`config.mk`:
```
export PLATFORM = sky130hd
export DESIGN_NAME = game_state_ctrl
export DESIGN_NICKNAME = d
export VERILOG_FILES = /design/src/rtl/game_state_pkg.sv /design/src/rtl/key_edge_det.sv /design/src/rtl/game_state_ctrl.sv
export SDC_FILE = /design/constraint.sdc
export NUM_CORES = 1
export LEC_CHECK = 0
export ABC_AREA = 1
export BUFFER_PORTS_ARGS = -buffer_cell sky130_fd_sc_hd__buf_2
export CAP_MARGIN = 15
export CORE_ASPECT_RATIO = 1.25
export CORE_MARGIN = 2
export CORE_UTILIZATION = 60
export DETAILED_ROUTE_END_ITERATION = 8
export PLACE_DENSITY_LB_ADDON = 0.12
export SYNTH_ARGS = -nofsm -noshare
export SYNTH_HDL_FRONTEND = slang
export SYNTH_SLANG_ARGS = --single-unit
```
`constraint.sdc`:
```
create_clock -name frame_clk -period 4.4 [get_ports frame_clk]
set_input_delay 0.66 -clock frame_clk [delete_from_list [all_inputs] [get_ports frame_clk]]
set_output_delay 0.66 -clock frame_clk [all_outputs]
set_load 0.05 [all_outputs]
```
`src/rtl/game_state_pkg.sv`:
```
// game_state_pkg: shared game-state encoding and keycode bit indices for the game-flow and movement blocks
package game_state_pkg;
    typedef enum logic [1:0] {
        MENU     = 2'd0,
        PLAYING  = 2'd1,
        PAUSED   = 2'd2,
        GAMEOVER = 2'd3
    } state_t;
    localparam int KEY_START   = 0;
    localparam int KEY_GRAVITY = 1;
    localparam int KEY_PAUSE   = 2;
    localparam int KEY_D       = 5;
    localparam int KEY_W       = 6;
    localparam int KEY_A       = 7;
    function automatic int max2(input int a, input int b);
        return (a > b) ? a : b;
    endfunction
endpackage

```
`src/rtl/key_edge_det.sv`:
```
// key_edge_det: per-bit rising-edge detector; clk/rst clock and sync reset, i_key in, o_rise = i_key & ~previous i_key
module key_edge_det #(
    parameter int W = 8
) (
    input  logic         clk,
    input  logic         rst,
    input  logic [W-1:0] i_key,
    output logic [W-1:0] o_rise
);
    logic [W-1:0] r_prev;
    always_ff @(posedge clk)
        r_prev <= rst ? '0 : i_key;
    assign o_rise = i_key & ~r_prev;
endmodule

```
`src/rtl/game_state_ctrl.sv`:
```
// game_state_ctrl: game-flow FSM tracking lives/level and driving the die/respawn strobe, one update per frame.
//   frame_clk/Reset: frame clock, sync active-high reset; keycode: key bitmask (Enter start, P pause used here);
//   hazard_hit/goal_reached: collision flags; outputs: state, die, lives, level, level_up pulse, win.
module game_state_ctrl
    import game_state_pkg::*;
#(
    parameter int LIVES_INIT      = 3,
    parameter int RESPAWN_FRAMES  = 30,
    parameter int MAX_LEVEL       = 4,
    parameter int GAMEOVER_FRAMES = 120
) (
    input  logic       frame_clk,
    input  logic       Reset,
    input  logic [7:0] keycode,
    input  logic       hazard_hit,
    input  logic       goal_reached,
    output logic [1:0] current_state_out,
    output logic       die,
    output logic [1:0] lives,
    output logic [2:0] level,
    output logic       level_up,
    output logic       win
);
    localparam int          CW       = $clog2(max2(RESPAWN_FRAMES, GAMEOVER_FRAMES) + 1);
    localparam logic [2:0]  LAST_LVL = 3'(MAX_LEVEL - 1);
    localparam logic [1:0]  LIVES0   = 2'(LIVES_INIT);

    state_t          r_state, w_state;
    logic            r_die, w_die;
    logic [1:0]      r_lives, w_lives;
    logic [2:0]      r_level, w_level;
    logic            r_level_up, w_level_up;
    logic            r_win, w_win;
    logic [CW-1:0]   r_rcnt, w_rcnt;
    logic [CW-1:0]   r_gcnt, w_gcnt;
    logic [7:0]      w_rise;
    logic            w_start, w_pause;
    logic            w_unused;

    key_edge_det #(.W(8)) u_keys (
        .clk    (frame_clk),
        .rst    (Reset),
        .i_key  (keycode),
        .o_rise (w_rise)
    );

    assign w_start  = w_rise[KEY_START];
    assign w_pause  = w_rise[KEY_PAUSE];
    assign w_unused = &{1'b0, w_rise[7:3], w_rise[1]};

    always_ff @(posedge frame_clk) begin
        if (Reset) begin
            r_state    <= MENU;
            r_die      <= 1'b0;
            r_lives    <= LIVES0;
            r_level    <= '0;
            r_level_up <= 1'b0;
            r_win      <= 1'b0;
            r_rcnt     <= '0;
            r_gcnt     <= '0;
        end else begin
            r_state    <= w_state;
            r_die      <= w_die;
            r_lives    <= w_lives;
            r_level    <= w_level;
            r_level_up <= w_level_up;
            r_win      <= w_win;
            r_rcnt     <= w_rcnt;
            r_gcnt     <= w_gcnt;
        end
    end

    always_comb begin
        w_state    = r_state;
        w_die      = r_die;
        w_lives    = r_lives;
        w_level    = r_level;
        w_level_up = 1'b0;
        w_win      = r_win;
        w_rcnt     = r_rcnt;
        w_gcnt     = r_gcnt;
        case (r_state)
            MENU: if (w_start) begin
                w_state = PLAYING;
                w_lives = LIVES0;
                w_level = '0;
                w_win   = 1'b0;
                w_die   = 1'b1;
                w_rcnt  = '0;
            end
            PLAYING: if (r_rcnt != '0) begin
                // respawn in progress: flags and keys are ignored until die drops
                w_die  = 1'b1;
                w_rcnt = r_rcnt - 1'b1;
            end else if (hazard_hit) begin
                w_die = 1'b1;
                if (r_lives > 2'd1) begin
                    w_lives = r_lives - 2'd1;
                    w_rcnt  = CW'(RESPAWN_FRAMES - 1);
                end else begin
                    w_lives = 2'd0;
                    w_win   = 1'b0;
                    w_state = GAMEOVER;
                    w_gcnt  = CW'(GAMEOVER_FRAMES);
                end
            end else if (goal_reached) begin
                w_die      = 1'b1;
                w_level_up = 1'b1;
                if (r_level < LAST_LVL) begin
                    w_level = r_level + 3'd1;
                end else begin
                    w_win   = 1'b1;
                    w_state = GAMEOVER;
                    w_gcnt  = CW'(GAMEOVER_FRAMES);
                end
            end else begin
                w_die   = 1'b0;
                w_state = w_pause ? PAUSED : PLAYING;
            end
            PAUSED: w_state = w_pause ? PLAYING : PAUSED;
            GAMEOVER: begin
                w_die = 1'b1;
                // start only counts once the lockout has fully expired; earlier presses are discarded
                if (r_gcnt != '0) begin
                    w_gcnt = r_gcnt - 1'b1;
                end else if (w_start) begin
                    w_state = MENU;
                    w_die   = 1'b0;
                end
            end
            default: w_state = MENU;
        endcase
    end

    assign current_state_out = r_state;
    assign die               = r_die;
    assign lives             = r_lives;
    assign level             = r_level;
    assign level_up          = r_level_up;
    assign win               = r_win;
endmodule

```
==> results of run 1 <==
path summary, 6_finish.rpt:
kind,slack (ns),start,depth (start not counted),end
setup / recovery,2.54,current_state_out[0]$_SDFFE_PP0P_,1,current_state_out[0]
hold / removal,0.49,r_rcnt[1]$_SDFFE_PP0P_,2,r_rcnt[1]$_SDFFE_PP0P_
setup reg to reg,2.60,r_rcnt[0]$_SDFFE_PP0P_,11,r_rcnt[0]$_SDFFE_PP0P_
hold reg to reg,0.49,r_rcnt[1]$_SDFFE_PP0P_,2,r_rcnt[1]$_SDFFE_PP0P_
Yosys cell counts:
cell	n
nand2_1	38
inv_1	28
dfxtp_1	26
nor2_1	24
a21oi_1	18
nand3_1	13
o21ai_0	13
ha_1	5
nand4_1	5
nor2_4	5
nor3_1	5
nand2_2	4
nand2_4	3
nand3_2	3
or2_2	3
a31oi_1	2
nor2_2	2
o21ai_1	2
xnor2_1	2
buf_6	1
buf_8	1
clkbuf_1	1
inv_2	1
inv_4	1
nand3_4	1
nor3b_1	1
nor4_1	1
o21ai_4	1
o21bai_1	1
o31ai_1	1
or2_0	1
state kept, by name (all words and copies together) (netlist names):
| register | count |
|---|---|
| r_gcnt | 7 |
| r_rcnt | 7 |
| level | 3 |
| current_state_out | 2 |
| lives | 2 |
| u_keys.r_prev | 2 |
| die | 1 |
| level_up | 1 |
| win | 1 |
stage by stage:
stage	hold WS [ns]	power [W]	util, %	instance area, sq um
2_1_floorplan	0.449	0.000576	-	1520
3_3_place_gp	0.461	0.000620	66.3	1610
3_5_place_dp	0.474	0.000632	66.3	1610
4_1_cts	0.492	0.000795	68.5	1660
5_1_grt	0.517	0.000846	68.5	1660
6_report	0.491	0.000794	68.5	1660
placed cells by master, fill, tap and decap left out, drive strengths merged, types with 2 or more instances in the layout:
| master | synthesis | layout |
|---|---|---|
| nor2 | 31 | 31 |
| xnor2 | 2 | 2 |
| nand3 | 17 | 17 |
| clkbuf | 1 | 3 |
| buf | 2 | 15 |
| nand2 | 45 | 45 |
| o21ai | 16 | 16 |
| inv | 30 | 30 |
| dfxtp | 26 | 26 |
| ha | 5 | 5 |
| nor3 | 5 | 5 |
| a31oi | 2 | 2 |
| or2 | 4 | 4 |
| nand4 | 5 | 5 |
| a21oi | 18 | 18 |
cell type report:
class	count	area share, %
clock buffer	3	1.36
clock inverter	1	1.81
inverter	30	6.93
multi-input combinational	154	51.6
sequential	26	31.3
tap	33	2.48
timing repair buffer	15	4.52
per-layer routing:
layer | up-vias | GRT usage [%] | wire (um)
met3 | 11 | 3.00 | 147
met4 | 0 | 13.9 | 82
met2 | 44 | 40.7 | 1580
met1 | 637 | 28.4 | 1410
met5 | - | 0 | 0
li1 | 721 | - | -
logic make-up after synthesis:
family                   count (synthesis)  synth area share [%]
AND/OR/NAND/NOR                        109                  37.3
AO/OA/AOI/OAI                           38                  13.7
buffers and inverters                   33                  9.53
flip-flops                              26                  34.2
adder cells (fa/ha/maj)                  5                  4.11
XOR/XNOR                                 2                  1.15
report_power, final:
group | internal [W] | switching [W]
logic | 0.000105 | 0.000222
clock network | 0.0000922 | 0.0000726
registers | 0.000268 | 0.0000351
==> results.py, run 1 <==
metrics = {
    "setup_path": {
        "crit_path_start_kind": "flip-flop",
        "crit_chain": "buf_2",
        "worstSetupEndpointType": "primary output",
        "cpPeakStageDelay_ns": 0.54,
        "crit_buf_inv": 1,
        "cpLargestDelayFamily": "flip-flops",
        "crit_slowest_cell": "dfxtp_1",
        "crit_arrival_ns": 1.20,
        "required_ns": 3.74,
        "worstSetupPathType": "flip-flop to primary output",
        "critPathMaxFanout": 7,
    },
    "logic_synthesis": {
        "syn_nets": 230,
        "ys_seq_area_share_pct": 34.2,
        "yosysTopAreaCell": "dfxtp_1",
        "avgSynthCellArea_sq_um": 7.15,
        "synth_top_cell_area_share_pct": 34.2,
        "mappedNetlistArea_sq_um": 1520,
        "synth_cells": 213,
        "synthTopCellsByArea": "dfxtp_1, nand2_1, inv_1, a21oi_1, nor2_1",
        "post_synth_num_cell_types": 31,
        "ys_warn_count": 0,
        "yosys_register_bits": 26,
    },
    "timing": {
        "fmax_ghz": 0.538,
        "fin_ws_ns": 2.54,
        "tightestPinTransition_ns": 0.364,
        "fin_setup_tns_ns": 0,
        "period_needed_ns": 1.86,
        "setup_viol": 0,
        "finClkSkew_ns": 0.0112,
        "rsz0062_at_grt": "false",
        "finalCritPeriodShare_pct": 42.2,
        "drv_slew": 0,
        "relSlewSlack_pct": 75.7,
        "hold_viol_final": 0,
    },
    "clock_tree": {
        "hold_buffers": 0,
        "numCtsBuffers": 3,
        "clockRootBuffer": "clkbuf_4",
        "clock-sinks": 26,
        "cts_tree": "yes",
        "post_cts_buffers": 0,
        "htreeDepth": 1,
        "clk_pin_slew_ns": 0.15,
        "cts_resized": 0,
        "clk_path_buf_depth": 2,
        "clock_latency_ns": 0.33,
    },
    "power_and_ir_drop": {
        "power_density_nw_per_um2": 478,
        "ir_worst_vdd_mv": 0.324,
        "p_leak_nw": 0.776,
    },
    "routing": {
        "avgRoutedWirePerCell_um": 12.3,
        "firstDrtPassIters": 4,
        "vias": 1413,
        "vias_per_cell": 5.39,
        "ant_nets": 0,
        "first_iter_violations": 59,
        "drc": 0,
        "routed_wirelength_um": 3230,
    },
    "finish": {
        "nFillCells": 230,
        "diodes": 0,
        "seq_area_sq_um": 520,
        "multi_input_area_sq_um": 857,
        "final_cells": 262,
        "area_delta_synth_final_pct": 9.12,
        "nets": 247,
        "drive_above_1_share_pct": 18.8,
    },
    "global_routing": {
        "grt_pass1_wl_um": 5400,
        "grt_max_degree": 19,
        "first_global_vias": 1307,
        "track_usage_pct": 23.6,
        "overflow": 0,
        "antenna_found_initial": 0,
    },
    "run": {
        "cap_viol_max_count": 0,
    },
    "floorplan": {
        "dieArea_sq_um": 2960,
        "die_y_um": 60.3,
        "fp.dieW_um": 49.1,
        "num_io_pins": 22,
        "start_util_pct": 62.7,
        "rows": 20,
        "core-area_sq_um": 2430,
    },
    "placement": {
        "placed_cells": 258,
        "port_buffers": 15,
        "dp_hpwl_um": 2420,
        "pre_cts_ws_ns": 2.61,
        "gp_congestion": 0.871,
    },
    "outcome": {
        "status": "finished, final reports clean",
    },
    "min_path": {
        "min_path_type": "flip-flop to flip-flop",
    },
}
Power figures use the tool's default switching activity.
==> run 2, diff against run 1 <==
--- a/config.mk
+++ b/config.mk
@@ -10,7 +10,7 @@
 export CAP_MARGIN = 15
 export CORE_ASPECT_RATIO = 1.25
 export CORE_MARGIN = 2
-export CORE_UTILIZATION = 60
+export CORE_UTILIZATION = 56
 export DETAILED_ROUTE_END_ITERATION = 8
 export PLACE_DENSITY_LB_ADDON = 0.12
 export SYNTH_ARGS = -nofsm -noshare
==> constraint.sdc (replaced) <==
create_clock -name frame_clk -period 1.8 [get_ports frame_clk]
set_input_delay 0.27 -clock frame_clk [delete_from_list [all_inputs] [get_ports frame_clk]]
set_output_delay 0.27 -clock frame_clk [all_outputs]
set_load 0.05 [all_outputs]
==> run 2 against run 1 <==
First-iteration DRC count down 34%. Largest power group unchanged. Sequential power up 140%. Clock skew down 0.0085 ns. Critical path type is now flip-flop to flip-flop. Sequential cell count unchanged. Critical path depth up 10.
==> results.py, run 2 (synthesis gave the netlist of run 1 again) <==
metrics = {
    "placement": {
        "port_buffers": 15,
        "place_area_sq_um": 1630,
        "dp_hpwl_um": 2340,
        "gp_congestion": 0.824,
        "pre_cts_ws_ns": 0.111,
    },
    "routing": {
        "drc": 0,
        "firstDrtPassIters": 4,
        "ant_nets": 0,
        "routed_wirelength_um": 3270,
        "avgRoutedWirePerCell_um": 12.3,
        "first_iter_violations": 39,
        "vias_per_cell": 5.42,
        "vias": 1437,
    },
    "clock_tree": {
        "htreeDepth": 1,
        "cts_tree": "yes",
        "clock-sinks": 26,
        "clk_path_buf_depth": 2,
        "clock_latency_ns": 0.32,
        "clk_pin_slew_ns": 0.14,
        "clockRootBuffer": "clkbuf_4",
        "hold_buffers": 0,
        "numCtsBuffers": 3,
    },
    "timing": {
        "setup_viol": 0,
        "finalCritPeriodShare_pct": 90.1,
        "relSlewSlack_pct": 76.2,
        "fmax_ghz": 0.616,
        "tightestPinTransition_ns": 0.357,
        "period_needed_ns": 1.62,
        "drv_slew": 0,
        "hold_viol_final": 0,
        "fin_setup_tns_ns": 0,
        "hold_slack_ns": 0.151,
        "fin_ws_ns": 0.177,
        "finClkSkew_ns": 0.00279,
    },
    "power_and_ir_drop": {
        "p_sw_w": 0.000836,
        "power_switching_share_pct": 44.8,
        "intPower_w": 0.00103,
        "ir_worst_vdd_mv": 0.668,
        "pwr-share-clk_pct": 13.4,
        "p_comb_share_pct": 47.1,
        "p_leak_nw": 0.778,
        "seqPwrFrac_pct": 39.5,
        "power_density_nw_per_um2": 1120,
    },
    "global_routing": {
        "grt_max_degree": 19,
        "grt_pass1_wl_um": 5490,
        "overflow": 0,
        "antenna_found_initial": 0,
        "track_usage_pct": 21.7,
        "first_global_vias": 1329,
    },
    "setup_path": {
        "critPathMaxFanout": 13,
        "worstSetupEndpointType": "flip-flop",
        "worstSetupPathType": "flip-flop to flip-flop",
        "crit_path_start_kind": "flip-flop",
        "required_ns": 2.01,
        "reg2reg_setup_slack_ns": 0.18,
        "crit_arrival_ns": 1.83,
    },
    "finish": {
        "area_delta_synth_final_pct": 9.70,
        "final_cell_mix": "nand2_1, inv_1, dfxtp_1",
        "post-route-cell-area_sq_um": 1670,
        "nets": 250,
        "drive_above_1_share_pct": 19.9,
        "diodes": 0,
        "mostFrequentLayoutCell": "nand2_1",
    },
    "min_path": {
        "min_path_type": "input pin to flip-flop",
    },
    "floorplan": {
        "fp.dieW_um": 50.6,
        "start_util_pct": 58.0,
        "die_y_um": 62.3,
        "core-area_sq_um": 2630,
        "rows": 21,
        "num_io_pins": 22,
        "dieArea_sq_um": 3150,
    },
    "run": {
        "cap_viol_max_count": 0,
    },
    "outcome": {
        "status": "finished, final reports clean",
    },
}
run 2: worst max-delay path, stage by stage (launching register included):
cell     delay (ns)
dfxtp_1        0.35
inv_1          0.14
ha_1           0.16
inv_1          0.05
nor2_2         0.11
nand3_4        0.09
nand2_4        0.13
nand2_8        0.12
nor2_4         0.18
inv_1          0.07
nand2_1        0.05
a21oi_1        0.05
run 2: worst paths after layout:
path,startpoint,to,cells after the start
worst max-delay path,r_rcnt[0]$_SDFFE_PP0P_,r_rcnt[0]$_SDFFE_PP0P_,11
worst min-delay path,keycode[0],u_keys.r_prev[0]$_SDFF_PP0_,3
worst max register to register,r_rcnt[0]$_SDFFE_PP0P_,r_rcnt[0]$_SDFFE_PP0P_,11
worst min register to register,r_rcnt[0]$_SDFFE_PP0P_,r_rcnt[0]$_SDFFE_PP0P_,2
run 2: layout make-up:
cell class                      count  area [sq um]
Fill cell                         257           957
Multi-Input combinational cell    155           880
Sequential cell                    26           520
Inverter                           30           115
Timing Repair Buffer               17          90.1
Tap cell                           34          42.5
Clock buffer                        3          22.5
run 2: power by group through the flow:
stage	registers, W	clock network, W	logic, W
4_1_cts	0.000733	0.000250	0.000839
6_report	0.000737	0.000251	0.000879
2_1_floorplan	0.000819	0	0.000589
5_1_grt	0.000747	0.000272	0.000976
3_5_place_dp	0.000747	0	0.000834
3_3_place_gp	0.000744	0	0.000810
run 2: routing by layer:
layer	track usage [%]	wire, um	vias up	share of wire, %
met4	7.43	62	0	1.9
met1	27.3	1520	669	46
met3	2.64	88	9	2.7
li1	-	-	729	-
met2	37.5	1600	30	49
met5	0	0	-	0
run 2: stage by stage:
stage	utilization, %	std cells	power (W)
global route	63.6	265	0.00199
global placement	61.9	261	0.00155
finish	63.6	265	0.00187
detailed placement	61.9	261	0.00158
floorplan	-	213	0.00141
CTS	62.7	264	0.00182
run 2: repair_timing:
| action | in CTS | in global routing |
|---|---|---|
| setup endpoints to repair | 0 | 14 |
| resized for setup | 0 | 3 |
| setup buffers | 0 | 0 |
==> run 3, diff against run 2 <==
--- a/config.mk
+++ b/config.mk
@@ -10,7 +10,7 @@
 export CAP_MARGIN = 15
 export CORE_ASPECT_RATIO = 1.25
 export CORE_MARGIN = 2
-export CORE_UTILIZATION = 56
+export CORE_UTILIZATION = 40
 export DETAILED_ROUTE_END_ITERATION = 8
 export PLACE_DENSITY_LB_ADDON = 0.12
 export SYNTH_ARGS = -nofsm -noshare
==> run 3 against run 2 <==
Critical path depth unchanged. Count of clock-buffer cells in the layout increased by 1. Cell count increased by 3.0%. Critical endpoint unchanged. Wire length decreased by 2.2%. Design area increased by 1.9%.
==> results.py, run 3 (synthesis gave the netlist of run 1 again) <==
metrics = {
    "outcome": {
        "status": "finished, final reports clean",
    },
    "setup_path": {
        "crit_arrival_ns": 1.75,
        "worstSetupPathType": "flip-flop to flip-flop",
        "crit_path_start_kind": "flip-flop",
        "worstSetupEndpointType": "flip-flop",
        "critPathMaxFanout": 12,
        "required_ns": 1.96,
    },
    "clock_tree": {
        "post_cts_buffers": 0,
        "clock-sinks": 26,
        "clockRootBuffer": "clkbuf_8",
        "cts_tree": "yes",
        "clk_path_buf_depth": 2,
        "htreeDepth": 1,
        "clk_pin_slew_ns": 0.10,
        "cts_resized": 0,
        "clock_latency_ns": 0.28,
        "numCtsBuffers": 3,
        "hold_buffers": 0,
    },
    "power_and_ir_drop": {
        "power_switching_share_pct": 41.8,
        "pwr-share-clk_pct": 20.0,
        "p_leak_nw": 0.796,
        "seqPwrFrac_pct": 37.4,
        "p_comb_share_pct": 42.6,
        "p_sw_w": 0.000823,
        "power_density_nw_per_um2": 1160,
        "ir_worst_vdd_mv": 0.476,
        "intPower_w": 0.00114,
    },
    "routing": {
        "vias_per_cell": 4.93,
        "ant_nets": 0,
        "vias": 1345,
        "firstDrtPassIters": 4,
        "avgRoutedWirePerCell_um": 11.7,
        "first_iter_violations": 63,
        "drc": 0,
        "routed_wirelength_um": 3200,
    },
    "timing": {
        "hold_viol_final": 0,
        "finClkSkew_ns": 0.00290,
        "relSlewSlack_pct": 75.2,
        "setup_viol": 0,
        "tightestPinTransition_ns": 0.372,
        "fmax_ghz": 0.628,
        "period_needed_ns": 1.59,
        "finalCritPeriodShare_pct": 88.4,
        "drv_slew": 0,
        "rsz0062_at_grt": "false",
        "fin_ws_ns": 0.208,
        "fin_setup_tns_ns": 0,
    },
    "global_routing": {
        "overflow": 0,
        "grt_pass1_wl_um": 5490,
        "antenna_found_initial": 0,
        "track_usage_pct": 16.6,
        "grt_max_degree": 19,
        "first_global_vias": 1275,
    },
    "placement": {
        "port_buffers": 15,
        "gp_congestion": 0.809,
        "pre_cts_ws_ns": 0.211,
        "dp_hpwl_um": 2430,
    },
    "finish": {
        "diodes": 0,
        "nFillCells": 409,
        "drive_above_1_share_pct": 20.2,
        "final_cell_mix": "nand2_1, inv_1, dfxtp_1",
        "mostFrequentLayoutCell": "nand2_1",
        "nets": 251,
        "area_delta_synth_final_pct": 11.8,
    },
    "floorplan": {
        "start_util_pct": 40.9,
        "dieArea_sq_um": 4320,
        "die_y_um": 73.0,
        "core-area_sq_um": 3720,
        "rows": 25,
        "num_io_pins": 22,
        "fp.dieW_um": 59.2,
    },
    "min_path": {
        "min_path_type": "input pin to flip-flop",
    },
    "run": {
        "cap_viol_max_count": 0,
    },
}
==> run 3: critical path, stage by stage (launching register included) <==
cell	delay, ns
dfxtp_1	0.33
inv_1	0.08
ha_1	0.14
inv_1	0.04
nor2_1	0.17
nand3_4	0.10
nand2_4	0.08
nand2_4	0.12
nor2_4	0.21
inv_1	0.09
nand2_1	0.06
a21oi_1	0.06
==> run 3: area by class of cell <==
class / count / area, sq um / share of cell area (%)
clock buffers: 4 / 55.1 / 3.23
repair buffers: 19 / 105 / 6.17
well taps: 40 / 50.0 / 2.94
multi-input cells: 154 / 857 / 50.3
flip-flops and latches: 26 / 520 / 30.6
inverters: 30 / 115 / 6.76
==> run 3: layer usage <==
metal	up-vias	track usage (%)	routed length, um
met5	-	0	0
met4	0	6.82	41
met3	4	2.13	65
met2	16	27.8	1550
met1	592	21.2	1540
li1	733	-	-
==> run 3: power groups by stage <==
stage	clock network, W	logic (W)	registers (W)
after global placement	0	0.000848	0.000747
final	0.000394	0.000838	0.000735
after global routing	0.000420	0.000947	0.000749
after floorplan	0	0.000589	0.000819
after detailed placement	0	0.000845	0.000748
after CTS	0.000414	0.000849	0.000735
==> run 3: path summary, 6_finish.rpt <==
check	cells after the start	end	slack (ns)	startpoint
worst max-delay path	11	r_rcnt[0]$_SDFFE_PP0P_	0.21	r_rcnt[0]$_SDFFE_PP0P_
worst min-delay path	3	u_keys.r_prev[2]$_SDFF_PP0_	0.20	keycode[2]
worst max register to register	11	r_rcnt[0]$_SDFFE_PP0P_	0.21	r_rcnt[0]$_SDFFE_PP0P_
worst min register to register	2	level[2]$_SDFFE_PP0P_	0.48	level[2]$_SDFFE_PP0P_
==> run 3: through the flow <==
stage | area, sq um | hold slack, ns | instances | power (W) | util, %
after floorplan | 1520 | 0.395 | 213 | 0.00141 | -
after global placement | 1650 | 0.466 | 269 | 0.00160 | 44.3
after detailed placement | 1650 | 0.469 | 269 | 0.00159 | 44.3
after CTS | 1700 | 0.196 | 273 | 0.00200 | 45.7
after global routing | 1700 | 0.214 | 273 | 0.00212 | 45.7
final | 1700 | 0.203 | 273 | 0.00197 | 45.7
